<file path="config.mk">
export PLATFORM = sky130hd
export DESIGN_NAME = pipe_scoreboard
export DESIGN_NICKNAME = d
export VERILOG_FILES = /design/src/rtl/pipe_scoreboard_pkg.sv /design/src/rtl/pipe_scoreboard_sb_entry.sv /design/src/rtl/pipe_scoreboard.sv
export SDC_FILE = /design/constraint.sdc
export NUM_CORES = 1
export LEC_CHECK = 0
export BUFFER_PORTS_ARGS = -buffer_cell sky130_fd_sc_hd__buf_2
export CAP_MARGIN = 10
export CORE_MARGIN = 2
export CORE_UTILIZATION = 59
export CTS_BUF_LIST = sky130_fd_sc_hd__clkbuf_8
export DETAILED_ROUTE_END_ITERATION = 8
export PLACE_DENSITY = 0.76
export SLEW_MARGIN = 20
export SYNTH_ARGS = -nofsm -noshare
export SYNTH_HDL_FRONTEND = slang
export SYNTH_HIERARCHICAL = 1
export SYNTH_SLANG_ARGS = --single-unit
</file>
<file path="constraint.sdc">
create_clock -name clk -period 4.4 [get_ports clk]
set_clock_uncertainty 0.2 [all_clocks]
set_input_delay 0.88 -clock clk [delete_from_list [all_inputs] [get_ports clk]]
set_output_delay 0.88 -clock clk [all_outputs]
set_load 0.02 [all_outputs]
</file>
<file path="src/rtl/pipe_scoreboard_pkg.sv">
// Shared definitions for the pipeline scoreboard: register-file geometry,
// writeback depth, producer-latency width and forwarding-select encodings.
package pipe_scoreboard_pkg;

  localparam int REG_FILE_ADDR_LEN = 5;
  localparam int NUM_REGS          = 32;
  localparam int WB_DEPTH          = 3;
  localparam int LAT_W             = 2;
  localparam int FWD_SEL_LEN       = LAT_W;

  // Forwarding select encodings: value = cycles the producer is before commit.
  localparam logic [FWD_SEL_LEN-1:0] FWD_SEL_RF  = FWD_SEL_LEN'(0);  // read the regfile
  localparam logic [FWD_SEL_LEN-1:0] FWD_SEL_WB  = FWD_SEL_LEN'(1);  // WB-stage result
  localparam logic [FWD_SEL_LEN-1:0] FWD_SEL_MEM = FWD_SEL_LEN'(2);  // MEM-stage ALU result

endpackage

</file>
<file path="src/rtl/pipe_scoreboard_sb_entry.sv">
// sb_entry: one architectural register's scoreboard slot. Holds the pair of
// down-counters pend (cycles until the regfile holds the value) and rdy
// (cycles until the value can be forwarded). A load overrides the decrement,
// so the newest writer always owns the slot.
module sb_entry #(
  parameter int LAT_W = 2
) (
  input  logic             clk,
  input  logic             rst,
  input  logic             i_load,
  input  logic [LAT_W-1:0] i_pend,
  input  logic [LAT_W-1:0] i_rdy,
  output logic [LAT_W-1:0] o_pend,
  output logic [LAT_W-1:0] o_rdy,
  output logic             o_busy
);

  logic [LAT_W-1:0] r_pend;
  logic [LAT_W-1:0] r_rdy;

  // Load on a new writer, otherwise count both counters down to zero and hold.
  always_ff @(posedge clk or posedge rst) begin
    if (rst) begin
      r_pend <= '0;
      r_rdy  <= '0;
    end else if (i_load) begin
      // NOTE: sequential state uses non-blocking assignments so every entry
      // samples the same pre-edge values regardless of evaluation order.
      r_pend <= i_pend;
      r_rdy  <= i_rdy;
    end else begin
      if (r_pend != '0) r_pend <= r_pend - 1'b1;
      if (r_rdy  != '0) r_rdy  <= r_rdy  - 1'b1;
    end
  end

  assign o_pend = r_pend;
  assign o_rdy  = r_rdy;
  assign o_busy = (r_pend != '0) || (r_rdy != '0);

endmodule

</file>
<file path="src/rtl/pipe_scoreboard.sv">
// pipe_scoreboard: countdown-scoreboard hazard and forwarding controller that
// sits beside the ID stage. Produces the ID/IF freeze, the issue strobe and a
// per-source forwarding select that travels down ID2EXE.
// Optional feature macro: SB_PERF_CNT_EN adds the stall_cycles counter output.
module pipe_scoreboard
  import pipe_scoreboard_pkg::*;
#(
  parameter int NUM_REGS = pipe_scoreboard_pkg::NUM_REGS,
  parameter int ADDR_W   = REG_FILE_ADDR_LEN,
  parameter int WB_DEPTH = pipe_scoreboard_pkg::WB_DEPTH,
  parameter int LAT_W    = pipe_scoreboard_pkg::LAT_W
) (
  input  logic              clk,
  input  logic              rst,
  input  logic              issue_valid,
  input  logic              flush,
  input  logic              forward_en,
  input  logic [ADDR_W-1:0] src1,
  input  logic [ADDR_W-1:0] src2,
  input  logic              src1_used,
  input  logic              src2_used,
  input  logic [ADDR_W-1:0] dest,
  input  logic              wb_en,
  input  logic [LAT_W-1:0]  lat,
  output logic              stall,
  output logic              issue_fire,
  output logic [LAT_W-1:0]  src1_fwd_sel,
  output logic [LAT_W-1:0]  src2_fwd_sel
`ifdef SB_PERF_CNT_EN
  ,
  output logic [31:0]       stall_cycles
`endif
);

  logic [LAT_W-1:0] w_pend [NUM_REGS];
  logic [LAT_W-1:0] w_rdy  [NUM_REGS];
  logic [NUM_REGS-1:0] w_busy;
  logic [LAT_W-1:0] w_lat_c;
  logic             w_load_any;
  logic             w_haz1;
  logic             w_haz2;

  // r0 is hard-wired zero and never becomes pending.
  assign w_pend[0] = '0;
  assign w_rdy[0]  = '0;
  assign w_busy[0] = 1'b0;

  // Clamp the producer latency into 1..WB_DEPTH.
  always_comb begin
    // NOTE: default assignment first so no path leaves the output unassigned
    // and no latch is inferred.
    w_lat_c = lat;
    if (lat == '0)                 w_lat_c = LAT_W'(1);
    else if (32'(lat) > WB_DEPTH)  w_lat_c = LAT_W'(WB_DEPTH);
  end

  assign w_load_any = issue_fire & wb_en & (dest != '0);

  for (genvar g = 1; g < NUM_REGS; g++) begin : g_entry
    sb_entry #(.LAT_W(LAT_W)) u_entry (
      .clk    (clk),
      .rst    (rst),
      .i_load (w_load_any && (dest == ADDR_W'(g))),
      .i_pend (LAT_W'(WB_DEPTH - 1)),
      .i_rdy  (w_lat_c - 1'b1),
      .o_pend (w_pend[g]),
      .o_rdy  (w_rdy[g]),
      .o_busy (w_busy[g])
    );
  end

  // Source hazards use pre-update counters; an instruction reading its own
  // destination therefore only sees the older producer.
  always_comb begin
    w_haz1 = 1'b0;
    w_haz2 = 1'b0;
    if (src1_used && src1 != '0)
      w_haz1 = forward_en ? (w_rdy[src1] != '0) : (w_pend[src1] != '0);
    if (src2_used && src2 != '0)
      w_haz2 = forward_en ? (w_rdy[src2] != '0) : (w_pend[src2] != '0);
  end

  assign stall      = issue_valid & (w_haz1 | w_haz2);
  assign issue_fire = issue_valid & ~stall & ~flush;

  // Forwarding select is the producer's distance from commit; regfile otherwise.
  always_comb begin
    src1_fwd_sel = FWD_SEL_RF;
    src2_fwd_sel = FWD_SEL_RF;
    if (forward_en && src1_used && src1 != '0) src1_fwd_sel = w_pend[src1];
    if (forward_en && src2_used && src2 != '0) src2_fwd_sel = w_pend[src2];
  end

`ifdef SB_PERF_CNT_EN
  logic [31:0] r_stall_cycles;

  // Count cycles lost to hazards on instructions that were not squashed.
  always_ff @(posedge clk or posedge rst) begin
    if (rst)                 r_stall_cycles <= '0;
    else if (stall & ~flush) r_stall_cycles <= r_stall_cycles + 32'd1;
  end

  assign stall_cycles = r_stall_cycles;
`endif

endmodule
</file>
==> results.tsv <==
stage	metric	value	unit
final_layout	final.fill_count	1205	
clock_network	path_clk_slew	0.08	ns
critical_path	critPathMaxStageDelay	0.71	ns
detailed_routing	vias_per_cell	5.51	
critical_path	path_max_fanout	15	
sta	hold_viol	0	
floorplanning	num_rows	45	
sta	hold_slack	0.412	ns
critical_path	path_depth	10	
power	p_leak	4.96	nW
floorplanning	die_h	129	um
power	seq_power_share	38.0	%
grt	grt_max_degree	32	
power	power_density	650	nW/um^2
critical_path	cp.required	3.32	ns
final_layout	multiInputGateArea	5650	um^2
sta	max_freq	233	MHz
sta	tightestPinTransition	1.01	ns
detailed_routing	wl	23.1	mm
place	gp_congestion	1.01	
clock_network	cts-resized-gates	0	
detailed_routing	drt_iter0_drc	538	
critical_path	rr_worst_depth	8	
sta	setup_violations	0	
grt	grt.overflow.total	0	
min_path	hp-class	flop to flop	
place	hpwl	17.8	mm
sta	fin_crit_sh	97.6	%
min_path	hold_path_depth	2	
detailed_routing	drt-pass1-iter-count	5	
detailed_routing	drc	0	
power	power	6.78	mW
critical_path	start_kind	input port	
power	power_switching	2.80	mW
min_path	min-delay-start	g_entry[7].u_entry/o_rdy[0]$_DFFE_PP0P_	
grt	grt_pass1_vias	7390	
floorplanning	dieWidth	129	um
critical_path	r2r_setup_slack	0.73	ns
detailed_routing	vias	7895	
synthesis	syn_avg_cell_area	8.46	um^2
clock_network	cts_hold_buf	0	
detailed_routing	routedWlPerCell	16.1	um
floorplanning	ios	31	
detailed_routing	drtAntennaViolNets	0	
place	portBuffers	30	
final_layout	drive_above_1_share	10.5	%
critical_path	path_delay_family	compound AO/OA/AOI/OAI gates	
synthesis	yosys_warnings	6	
power	peakVddDrop	380	uV
sta	rsz0062_at_grt	false	
final_layout	final_cell_mix	164 x inv_1, 150 x nand2_1, 136 x nor2b_1, 124 x dfrtp_1, 68 x o21ai_0	
min_path	min_to	g_entry[7].u_entry/o_rdy[0]$_DFFE_PP0P_	
clock_network	cts_sinks	124	
power	p_int	3.98	mW
grt	antenna_found_initial	0	
critical_path	path_buf_inv	3	
sta	slew_viol_final	0	
final_layout	seq_area	3100	um^2
critical_path	r2r_end	g_entry[9].u_entry/o_rdy[0]$_DFFE_PP0P_	
power	comb_power_share	47.3	%
sta	relSlewSlack	32.2	%
sta	period_needed	4.29	ns
critical_path	cp_cell_sequence	buf_2, buf_4, nor3_1, a2111oi_0, a21oi_1, a21oi_1, nor3_1, o221ai_2, and2_1, buf_2	
grt	grt_pass1_wl	37.6	mm
critical_path	cp_slowest_cell	a2111oi_0	
power	sw_frac_of_total	41.3	%
clock_network	cts_tree	built	
clock_network	cts.path.max_buffers	2	
clock_network	clock-root-buffer	clkbuf_8	
clock_network	insertion_delay	0.46	ns
power	p_clk_share	14.7	%
critical_path	critical_path_class	input port to primary output	
final_layout	syn_to_final_growth	12.6	%
floorplanning	dieArea	16700	um^2
clock_network	cts_inserted_buffers	17	
final_layout	final_common_cell	inv_1	
final_layout	diodes	0	
floorplanning	start_util	60.7	%
floorplanning	core	15300	um^2
clock_network	cts-htree-levels	4	
sta	layout_setup_ws	0.107	ns
synthesis	netlist_area	9270	um^2
critical_path	rr_startpoint	g_entry[31].u_entry/o_pend[0]$_DFFE_PP0P_	
run_status	status	finished, final reports clean	
critical_path	cp.arrival	3.21	ns
place	place_ws	-0.0524	ns
flow_run	maxCapViolCount	0	
final_layout	nets	1297	
critical_path	end_kind	primary output	
grt	grt_usage	29.4	%
synthesis	syn_inst	1095	
clock_network	post-cts-setup-buffer-count	0	
worst max path at each step:
stage | start | end
detailed placement | src1[1] | g_entry[19].u_entry/o_pend[0]$_DFFE_PP0P_
CTS | src1[0] | stall
global route | src2[0] | stall
finish | src2[0] | stall
floorplan | src1[1] | issue_fire
global placement | src2[0] | g_entry[19].u_entry/o_pend[0]$_DFFE_PP0P_
power by group through the flow:
stage	clock [mW]	sequential [mW]	combinational, mW
finish	0.996	2.58	3.21
global route	1.07	2.65	3.72
CTS	1.01	2.55	3.23
detailed placement	0	2.56	3.22
global placement	0	2.56	3.04
floorplan	0	2.27	2.64
worst reg2reg max path: cells and delay by family, from the launching register on:
| kind | cells | cell delay [ns] |
|---|---|---|
| compound gates | 3 | 0.54 |
| simple gates | 2 | 1.07 |
| flops | 1 | 0.48 |
| mux | 2 | 1.00 |
| buf+inv | 1 | 0.24 |
registers in the layout, indices dropped and copies added, names as in the netlist:
signal / cells
g_entry.u_entry/o_pend: 62
g_entry.u_entry/o_rdy: 62
layer usage:
layer  GRT usage (%)  up-vias  routed length (um)  part of all wire (%)
met3            6.65       46                1750                   7.6
met2            46.2      301               10300                    45
met5               0        -                   0                     0
met1            41.3     3666               10600                    46
li1                -     3882                   -                     -
met4            7.99        0                 471                   2.0
cell type report:
cell class,count,area share (%)
multi-input cells,841,54.2
flip-flops and latches,124,29.7
inverters,162,5.83
repair buffers,64,4.01
well taps,211,2.53
clock buffers,19,2.51
clock inverters,13,1.21
metrics by stage:
step	util (%)	TNS, ns	std cells	cell area (um^2)
6_report	68.4	0	1434	10400
5_1_grt	68.4	0	1434	10400
4_1_cts	68.3	0	1434	10400
3_5_place_dp	65.8	-0.127	1402	10000
3_3_place_gp	65.8	0	1402	10000
2_1_floorplan	-	0	1155	9490
No activity file was read; power rests on OpenSTA's default activity.
